`src/rtl/dice_pkg.sv`:
```
`default_nettype none
// ============================================================================
//  Module      : dice_pkg
//  Description : Shared constants, FSM state type and die-step helper for the
//                dice roller front end.
//  Revision    : 1.0 - initial release
// ============================================================================
package dice_pkg;

  localparam int DIE_W = 3;
  localparam int SUM_W = 4;

  localparam logic [DIE_W-1:0] DIE_MIN = 3'd1;
  localparam logic [DIE_W-1:0] DIE_MAX = 3'd6;

  typedef enum logic [0:0] {
    IDLE    = 1'b0,
    ROLLING = 1'b1
  } state_t;

  // One step of a die face: 1 -> 2 -> ... -> 6 -> 1
  function automatic logic [DIE_W-1:0] die_next(input logic [DIE_W-1:0] d);
    return (d == DIE_MAX) ? DIE_MIN : d + 3'd1;
  endfunction

endpackage : dice_pkg
`default_nettype wire

```
`src/rtl/button_debounce.sv`:
```
`default_nettype none
// ============================================================================
//  Module      : button_debounce
//  Description : Two-flop synchronizer on the raw roll button followed by a
//                stability counter. The output only follows the synchronized
//                button after it has differed from the output for
//                DEBOUNCE_CYCLES consecutive clocks.
//  Ports       : clk, rst (sync, active-high)
//                btn_i - raw asynchronous button
//                Rb_o  - debounced button level
//  Revision    : 1.0 - initial release
// ============================================================================
module button_debounce #(
  parameter int DEBOUNCE_CYCLES = 4
) (
  input  logic clk,
  input  logic rst,
  input  logic btn_i,
  output logic Rb_o
);

  localparam int               CNT_W    = $clog2(DEBOUNCE_CYCLES + 1);
  localparam logic [CNT_W-1:0] CNT_LAST = CNT_W'(DEBOUNCE_CYCLES - 1);

  logic             r_sync1;
  logic             r_sync2;
  logic [CNT_W-1:0] r_cnt;
  logic             r_rb;

  always_ff @(posedge clk) begin
    if (rst) begin
      r_sync1 <= 1'b0;
      r_sync2 <= 1'b0;
      r_cnt   <= '0;
      r_rb    <= 1'b0;
    end else begin
      r_sync1 <= btn_i;
      r_sync2 <= r_sync1;
      if (r_sync2 == r_rb) begin
        // Agreement (including a bounce back) restarts the qualification
        r_cnt <= '0;
      end else if (r_cnt == CNT_LAST) begin
        // This edge is the DEBOUNCE_CYCLES-th consecutive disagreement
        r_rb  <= r_sync2;
        r_cnt <= '0;
      end else begin
        r_cnt <= r_cnt + 1'b1;
      end
    end
  end

  assign Rb_o = r_rb;

endmodule : button_debounce
`default_nettype wire

```
`src/rtl/dice_roller.sv`:
```
`default_nettype none
// ============================================================================
//  Module      : dice_roller
//  Description : Front end of the dice game controller. Debounces the roll
//                button, runs two cascaded mod-6 die counters while roll_i is
//                high and latches their total with a one-cycle strobe when
//                rolling stops.
//  Ports       : clk, rst (sync, active-high)
//                btn_i       - raw roll button
//                roll_i      - roll request from the controller
//                Rb_o        - debounced button level
//                die1_o/2_o  - die faces, 1..6
//                sum_o       - latched die total, 2..12
//                sum_valid_o - one-cycle strobe, sum_o new this cycle
//  Revision    : 1.0 - initial release
// ============================================================================
module dice_roller
  import dice_pkg::*;
#(
  parameter int DEBOUNCE_CYCLES = 4
) (
  input  logic             clk,
  input  logic             rst,
  input  logic             btn_i,
  input  logic             roll_i,
  output logic             Rb_o,
  output logic [DIE_W-1:0] die1_o,
  output logic [DIE_W-1:0] die2_o,
  output logic [SUM_W-1:0] sum_o,
  output logic             sum_valid_o
);

  state_t           r_state;
  state_t           w_next_state;
  logic             w_strobe;
  logic [DIE_W-1:0] r_die1;
  logic [DIE_W-1:0] r_die2;
  logic [SUM_W-1:0] r_sum;
  logic             r_valid;

  button_debounce #(
    .DEBOUNCE_CYCLES (DEBOUNCE_CYCLES)
  ) u_debounce (
    .clk   (clk),
    .rst   (rst),
    .btn_i (btn_i),
    .Rb_o  (Rb_o)
  );

  // FSM state register
  always_ff @(posedge clk) begin
    if (rst) r_state <= IDLE;
    else     r_state <= w_next_state;
  end

  // FSM next state; the strobe fires on the edge that leaves ROLLING
  always_comb begin
    w_next_state = r_state;
    w_strobe     = 1'b0;
    case (r_state)
      IDLE: begin
        if (roll_i) w_next_state = ROLLING;
      end
      ROLLING: begin
        if (!roll_i) begin
          w_next_state = IDLE;
          w_strobe     = 1'b1;
        end
      end
      default: w_next_state = IDLE;
    endcase
  end

  // Cascaded die counters: die2 steps on the die1 6->1 wrap
  always_ff @(posedge clk) begin
    if (rst) begin
      r_die1 <= DIE_MIN;
      r_die2 <= DIE_MIN;
    end else if (roll_i) begin
      r_die1 <= die_next(r_die1);
      if (r_die1 == DIE_MAX) r_die2 <= die_next(r_die2);
    end
  end

  // Total is captured only on the strobe edge, using the held dice values
  always_ff @(posedge clk) begin
    if (rst) begin
      r_sum   <= SUM_W'(2);
      r_valid <= 1'b0;
    end else begin
      r_valid <= w_strobe;
      if (w_strobe) r_sum <= SUM_W'(r_die1) + SUM_W'(r_die2);
    end
  end

  assign die1_o      = r_die1;
  assign die2_o      = r_die2;
  assign sum_o       = r_sum;
  assign sum_valid_o = r_valid;

endmodule : dice_roller
`default_nettype wire

```
`config.mk`:
```
export PLATFORM = sky130hd
export DESIGN_NAME = dice_roller
export DESIGN_NICKNAME = d
export VERILOG_FILES = /design/src/rtl/dice_pkg.sv /design/src/rtl/button_debounce.sv /design/src/rtl/dice_roller.sv
export SDC_FILE = /design/constraint.sdc
export NUM_CORES = 1
export LEC_CHECK = 0
export CAP_MARGIN = 15
export CORE_MARGIN = 3
export CORE_UTILIZATION = 43
export DETAILED_ROUTE_END_ITERATION = 8
export PLACE_DENSITY = 0.68
export SLEW_MARGIN = 20
export SYNTH_ARGS = -nofsm -noshare
export SYNTH_HDL_FRONTEND = slang
export SYNTH_HIERARCHICAL = 1
export SYNTH_SLANG_ARGS = --single-unit
```
`constraint.sdc`:
```
create_clock -name clk -period 1.5 [get_ports clk]
set_input_delay 0.15 -clock clk [delete_from_list [all_inputs] [get_ports clk]]
set_output_delay 0.15 -clock clk [all_outputs]
set_load 0.02 [all_outputs]
```
# --- Word level (Yosys, flattened, before mapping) ---
# Index checks and enable logic that the tools add are counted.
word_totals:
  latchBits: 0
  memories: 0
  input_bits: 4
  regBits: 18
  elab_cells: 26
  rom_bits: 0
  ramBits: 0
classes:
  div: 0
  n_mul: 0
  bitwise: 1
  n_lt_le_gt_ge: 0
  eq_ne: 4
  shifts: 0
  n_mux: 5
  n_reduce_logical: 3
  n_addsub: 4
ops:
  columns: ["operator", "count"]
  rows:
  - ["adder 3 x 1 -> 3 bit, second input constant", 3]
  - ["== test 3 bit, second input constant", 2]
  - ["two-way mux 3 bit", 2]
  - ["adder 3 x 3 -> 4 bit", 1]
  - ["AND reduction 2 bit", 2]
  - ["== test 3 x 2 -> 1 bit, second input constant", 1]
  - ["two-way mux 1 bit", 3]
  - ["OR reduction 3 bit", 1]
  - ["== test 1 bit", 1]
  - ["NOT 1 bit", 1]

# --- Logic depth before layout (Yosys ltp) ---
# Gate-level depths: netlist (run 1).
depth:
  depth_word: 3
  depth_mapped: 6
  depth_no_buf: 6

# --- Modules after synthesis ---
# The synthesis (run 1) kept the hierarchy.
by_module_without_submodules:
  columns: ["mod", "cells_each", "n_inst", "area_each_um2", "seq_area_each_um2"]
  rows:
  - ["dice_roller", 56, 1, 568.0, 240.2]
  - ["button_debounce", 17, 1, 211.5, 120.1]

# --- Least setup slack after synthesis (run 1) ---
# Ideal clock, no wire load.
synth_timing:
  path_kind: "reg-to-reg"
  startpoint: "register r_die2[0], in the netlist die2_o[0]"
  endpoint: "register r_sum[1], in the netlist sum_o[1]"
  required_ps: 1380
  setup_time_ps: 120
  slack_ps: -145
  t_arrival_ps: 1525
  path_stages_with_launch: 6
  n_path_buf: 0
  cell_sequence: "dfxtp_1 ha_1 inv_1 fa_1 nor2_1 a211o_1"
synth_via:
  elab_chain_cells: 1
synth_rtl:
  columns: ["element", "line", "source"]
  rows:
  - ["from (decl)", "dice_roller.sv:37", "logic [DIE_W-1:0] r_die2;"]
  - ["from (signal assigned)", "dice_roller.sv:81", "if (r_die1 == DIE_MAX) r_die2 <= die_next(r_die2);"]
  - ["adder 3 x 3 -> 4 bit", "dice_roller.sv:92", "if (w_strobe) r_sum <= SUM_W'(r_die1) + SUM_W'(r_die2);"]
  - ["to (signal assigned)", "dice_roller.sv:92", null]
  - ["to (decl)", "dice_roller.sv:38", "logic [SUM_W-1:0] r_sum;"]
# No other way between the ends.
# A chain may end at the register's enable or synchronous reset.

# --- Final worst setup path (run 1) ---
layout_timing:
  startpoint: "register r_die2[1], in the netlist die2_o[1]"
  endpoint: "output die2_o[1]"
layout_rtl:
  columns: ["element", "line", "source"]
  rows:
  - ["to (decl)", "dice_roller.sv:28", "output logic [DIE_W-1:0] die2_o,"]
# No word-level cell between the ends.

==> results of run 1 <==
==> power groups by stage <==
stage	clock network (W)	registers [W]	logic [W]
after global routing	0.000329	0.000505	0.000141
final	0.000298	0.000503	0.000128
after CTS	0.000315	0.000503	0.000128
after global placement	0	0.000513	0.000132
after detailed placement	0	0.000514	0.000133
after floorplan	0	0.000533	0.0000556
==> through the flow <==
step                      instances  hold WS [ps]
after floorplan                  73           222
after global placement          115           419
after detailed placement        115           425
after CTS                       119           384
after global routing            120           387
final                           120           403
==> metal layers <==
layer / share of wire, % / up-vias / GRT usage [%]
met2: 41 / 12 / 20.6
met3: 4.1 / 2 / 4.29
met5: 0 / - / 0
met4: 1.3 / 0 / 5.69
li1: - / 297 / -
met1: 54 / 245 / 17.4
==> sequential cells by signal, summed over array words and instances (netlist names) <==
| signal | count |
|---|---|
| sum_o | 4 |
| die1_o | 3 |
| u_debounce/r_sync2 | 1 |
| sum_valid_o | 1 |
| u_debounce/Rb_o | 1 |
| r_state | 1 |
| u_debounce/r_sync1 | 1 |
| u_debounce/r_cnt | 3 |
| die2_o | 3 |
==> kinds of logic after synthesis <==
group	share of synthesized area, %
AOI/OAI and AO/OA	11.4
xor gates and xnor gates	3.37
adders and majority gates	10.6
buffers and inverters	4.97
DFF	46.2
muxes	3.85
and+or+nand+nor	19.6
==> cell usage after synthesis <==
cell	n	area, µm²
or2_1	1	6.26
and4b_4	1	13.8
nand2_4	1	11.3
a211oi_1	1	7.51
mux2i_1	3	30.0
nor4_1	2	12.5
xnor2_1	3	26.3
a221oi_2	1	15.0
o41ai_2	1	16.3
nor3_1	1	5.00
buf_2	1	5.00
dfxtp_1	18	360
a211o_2	1	10.0
inv_1	5	18.8
clkbuf_1	1	3.75
nand3_1	1	5.00
o21ai_0	1	5.00
nand2_1	3	11.3
nor2b_1	4	25.0
nor4b_2	1	15.0
nor2_1	7	26.3
a21oi_1	2	10.0
ha_1	5	62.6
fa_1	1	20.0
a211o_1	1	8.76
a21o_1	1	7.51
nand4b_1	1	8.76
buf_6	1	11.3
a21o_2	1	8.76
nand2b_1	2	12.5
==> area by class of cell <==
type,count,share of cell area (%)
tap,24,2.90
timing repair buffer,22,19.2
inverter,5,1.81
sequential,18,35.7
clock buffer,4,3.50
multi-input combinational,47,36.9
==> placed cells by master, fill, tap and decap left out <==
| cell | synthesis | routed |
|---|---|---|
| dfxtp_1 | 18 | 14 |
| clkdlybuf4s50_1 | 0 | 9 |
| nor2_1 | 7 | 7 |
| buf_4 | 0 | 7 |
| inv_1 | 5 | 5 |
| dlygate4sd2_1 | 0 | 5 |
| nor2b_1 | 4 | 4 |
| ha_1 | 5 | 4 |
| nand2_1 | 3 | 3 |
| xnor2_1 | 3 | 3 |
| mux2i_1 | 3 | 3 |
| clkbuf_4 | 0 | 3 |
| a21oi_1 | 2 | 2 |
| nand2b_1 | 2 | 2 |
| dfxtp_4 | 0 | 2 |
| dfxtp_2 | 0 | 2 |
| nor4_1 | 2 | 2 |
| o21ai_0 | 1 | 1 |
| nand3_1 | 1 | 1 |
| and4b_4 | 1 | 1 |
| nand2_4 | 1 | 1 |
| a221oi_2 | 1 | 1 |
| nand4b_1 | 1 | 1 |
| a211o_2 | 1 | 1 |
| o41ai_2 | 1 | 1 |
| a21o_1 | 1 | 1 |
| a211oi_1 | 1 | 1 |
| nor3_1 | 1 | 1 |
| or2_1 | 1 | 1 |
| a21o_2 | 1 | 1 |
| a211o_1 | 1 | 1 |
| fa_1 | 1 | 1 |
| ha_2 | 0 | 1 |
| clkbuf_8 | 0 | 1 |
| dlymetal6s2s_1 | 0 | 1 |
| nor4b_2 | 1 | 1 |
==> repair_timing <==
item	CTS	global route
buffers inserted	0	1
pin swaps	0	1
resized for setup	5	2
endpoints found under the setup margin	5	2
hold buffers	0	0
==> worst paths after layout <==
path                                    end  slack [ps]  cells past startpoint
max                               die2_o[1]          70                      1
min           u_debounce/r_sync1$_SDFF_PP0_         400                      2
max reg2reg           sum_o[1]$_SDFFE_PP1P_          80                      5
min reg2reg  u_debounce/r_cnt[0]$_SDFF_PP0_         450                      1
==> out/results.txt, run 1 <==
hold_sp = btn_i
Flop pwr share = 54.2%
part of the power in combinational logic = 13.8%
std cell rows = 14
status = completed
vias per cell = 4.63
largest net degree at the start of global routing = 12
Sink Count = 18
DR WL/cell = 11.4 µm
Clock Skews = 4.19 ps
critical-path cell list = clkdlybuf4s50_1
Placement Setup Slack = 43.9 ps
Slew HR = 79.7%
Remaining Overflow, GRT = 0
power per cell area = 895 nW/µm²
switching power total = 0.000224 W
post-route minimum period = 1430 ps
internal power = 0.000705 W
worst-case vdd ir drop = 0.000551 V
CP Class = flip-flop to output port
Slowest-stage cell, CP = clkdlybuf4s50_1
vias = 556
clk_lat worst skew = 290 ps
Pleak = 0.447 nW
CTS root buf = clkbuf_4
mapped cell area = 779 µm²
Clk network pwr share = 32.0%
CP startpoint kind = flip-flop
ANT cells = 0
Layout Utilization = 64.4%
H-tree depth reported by CTS = 1
Fillers = 140
CP Buf/Inv Count = 1
Slowest Stage Delay on Critical Path = 610 ps
period utilization = 95.3%
vias in the first global route = 572
Setup WS post-layout = 71.1 ps
final instance area = 1040 µm²
layout cells sized above 1 = 24.0%
Mapped Cells = 73
Setup TNS = 0 ps
CTS tree = yes
RSZ-0062 raised after global routing = false
clock-pin slew on the worst setup and hold paths = 100 ps
Clock Tree Buf Depth = 2
global-route wire length before repair = 2500 µm
unique cell type count in the Yosys netlist = 30
HP Class = primary input to flip-flop
Max Slew Vio Count = 0
Placement Cell Area = 995 µm²
Worst Path Max Fanout = 4
CP arrival = 1280 ps
Fmax achieved = 700 MHz
register area = 370 µm²
die width = 48.6 µm
Power Total = 0.000929 W
# setup viols final = 0
die area = 2360 µm²
Seq/Total Area, Yosys = 46.2%
area of the multi-input gates = 383 µm²
final hold violation count = 0
area grow syn2layout = 33.1%
CTS Buf Count = 3
Tot GR Track Use = 13.5%
Routed Wire Length = 1370 µm
initial antenna violation count = 0
IO Count = 16
port bufs = 15
Synth warnings = 6
critical path's top delay family = buffers and inverters
Die Ht = 48.6 µm
hpwl dp = 1040 µm
Max-cap violations = 0
Residual DRC = 0
final antenna-violating net count = 0
Slew @ Worst Pin = 303 ps
net count after synthesis = 83
RD Place Congestion = 0.785
Avg Inst Size Synth = 10.7 µm²
Setup crit end kind = output port
starting density of the core = 48.4%
sw frac = 24.1%
nets = 107
DRC marker count from the first detailed-route iteration = 3
Synth Register Bits = 18
worst flop-to-flop path startpoint = die1_o[0]$_SDFFE_PP1P_
CP required = 1350 ps
worst setup path start = die2_o[1]$_SDFFE_PP0P_
Core Region = 1610 µm²
Pre-antenna DRT Iters = 2
Power figures use the tool's default switching activity.
==> run 2: changes to the inputs <==
==> constraint.sdc (replaced) <==
create_clock -name clk -period 1.5 [get_ports clk]
set_input_delay 0.15 -clock clk [delete_from_list [all_inputs] [get_ports clk]]
set_output_delay 0.15 -clock clk [all_outputs]
set_load 0.005 [all_outputs]
==> out/results.txt, run 2 (same netlist as run 1, synthesis figures left out) <==
port bufs = 15 (unchanged)
CP Buf/Inv Count = 1 (unchanged)
vias = 577 (was 556)
Slowest Stage Delay on Critical Path = 470 ps (was 610 ps)
global-route wire length before repair = 2550 µm (was 2500 µm)
CTS root buf = clkbuf_4 (unchanged)
Fmax achieved = 682 MHz (was 700 MHz)
RD Place Congestion = 0.689 (was 0.785)
clk_lat worst skew = 290 ps (about the same)
Slew HR = 79.4% (was 79.7%)
Max Slew Vio Count = 0 (unchanged)
worst-case vdd ir drop = 0.00103 V (was 0.000551 V)
Slowest-stage cell, CP = fa_1 (was clkdlybuf4s50_1)
Tot GR Track Use = 13.6% (was 13.5%)
Core Region = 1610 µm² (unchanged)
final instance area = 1030 µm² (was 1040 µm²)
Die Ht = 48.6 µm (unchanged)
Pre-antenna DRT Iters = 3 (was 2)
Residual DRC = 0 (unchanged)
layout cells sized above 1 = 22.9% (was 24.0%)
# setup viols final = 0 (unchanged)
final hold violation count = 0 (unchanged)
final antenna-violating net count = 0 (unchanged)
critical-path cell list = ha_2 -> inv_1 -> fa_1 -> nor2_1 -> a211o_1 (was clkdlybuf4s50_1)
hpwl dp = 1120 µm (was 1040 µm)
number of gates given a new drive strength after cts = 0 (was 5)
die width = 48.6 µm (unchanged)
Cell Count, Final, Fillers Out = 120 (unchanged)
ANT cells = 0 (unchanged)
IO Count = 16 (unchanged)
Sink Count = 18 (unchanged)
CTS Buf Count = 3 (unchanged)
critical path's top delay family = adder cells (was buffers and inverters)
Max-cap violations = 0 (unchanged)
Clock Skews = 1.81 ps (was 4.19 ps)
vias per cell = 4.81 (was 4.63)
initial antenna violation count = 0 (unchanged)
placed cells = 116 (was 115)
starting density of the core = 48.4% (unchanged)
CP Class = flip-flop to flip-flop (was flip-flop to output port)
Clock Tree Buf Depth = 2 (unchanged)
CP required = 1690 ps (was 1350 ps)
largest net degree at the start of global routing = 11 (was 12)
std cell rows = 14 (unchanged)
most frequent cells in the layout = dfxtp_1, clkdlybuf4s50_1, nor2_1, buf_4, inv_1 (was dfxtp_1, clkdlybuf4s50_1, nor2_1, buf_4)
CTS hold repair buffers = 0 (unchanged)
CP arrival = 1650 ps (was 1280 ps)
Remaining Overflow, GRT = 0 (unchanged)
Pleak = 0.418 nW (was 0.447 nW)
Setup WS post-layout = 34.6 ps (was 71.1 ps)
Placement Setup Slack = 59.0 ps (was 43.9 ps)
CTS tree = yes (unchanged)
Routed Wire Length = 1500 µm (was 1370 µm)
power per cell area = 888 nW/µm² (was 895 nW/µm²)
H-tree depth reported by CTS = 1 (unchanged)
Setup crit end kind = flip-flop (was output port)
DRC marker count from the first detailed-route iteration = 8 (was 3)
DR WL/cell = 12.5 µm (was 11.4 µm)
clock-pin slew on the worst setup and hold paths = 100 ps (about the same)
vias in the first global route = 580 (was 572)
HP Class = primary input to flip-flop (unchanged)
Slew @ Worst Pin = 307 ps (was 303 ps)
period utilization = 97.7% (was 95.3%)
area grow syn2layout = 32.7% (was 33.1%)
Worst Path Max Fanout = 2 (was 4)
Post-CTS Setup Inserts = 0 (unchanged)
post-route minimum period = 1470 ps (was 1430 ps)
Placement Cell Area = 995 µm² (unchanged)
die area = 2360 µm² (unchanged)
Largest register FFs = 4 (unchanged)
status = completed (unchanged)
Power Total = 0.000919 W (was 0.000929 W)
CP startpoint kind = flip-flop (unchanged)
nets = 107 (unchanged)
==> run 2: changes by cell type in the layout (fill, tap and decap cells not counted), sizes merged <==
cell / delta
dlymetal6s2s: -1
clkdlybuf4s50: +6
dlygate4sd2: -5
==> run 2: stage by stage <==
step | hold slack (ps) | util, % | setup TNS, ps
floorplan | 222 | - | 0
global placement | 420 | 61.7 | 0
detailed placement | 428 | 61.7 | 0
CTS | 416 | 64.0 | 0
global route | 419 | 64.2 | -13.0
finish | 419 | 64.2 | 0
==> run 2: final cells by class <==
type	count	area, µm²
fill	142	577
multi-input combinational	47	383
sequential	18	364
clock buffer	4	36.3
timing repair buffer	22	203
tap	24	30.0
inverter	5	18.8
==> run 2: worst register-to-register path: cells and delay by family (launching register included) <==
kind	cells	cell delay (ps)
adders and majority gates	2	650
DFF	1	350
AOI/OAI and AO/OA	1	270
buffers and inverters	1	50
and+or+nand+nor	1	50
==> run 2: worst paths after layout <==
kind / from / cells past startpoint / end / slack [ps]
min: btn_i / 2 / u_debounce/r_sync1$_SDFF_PP0_ / 420
min reg2reg: u_debounce/r_cnt[0]$_SDFF_PP0_ / 1 / u_debounce/r_cnt[0]$_SDFF_PP0_ / 450
max: die1_o[0]$_SDFFE_PP1P_ / 5 / sum_o[1]$_SDFFE_PP1P_ / 30
max reg2reg: die1_o[0]$_SDFFE_PP1P_ / 5 / sum_o[1]$_SDFFE_PP1P_ / 30
==> run 2: report_power, final <==
group          leakage, nW  internal, W  switching, W  total (W)
Sequential           0.146     0.000496     0.0000106   0.000506
Combinational        0.250    0.0000699     0.0000524   0.000122
Clock               0.0210     0.000148      0.000142   0.000290
Total                0.418     0.000713      0.000205   0.000919
==> run 2: routing by layer <==
layer	GRT usage [%]	share of wire [%]
met4	4.27	0.94
met3	4.91	3.9
met5	0	0
met2	20.6	50
met1	18.0	45
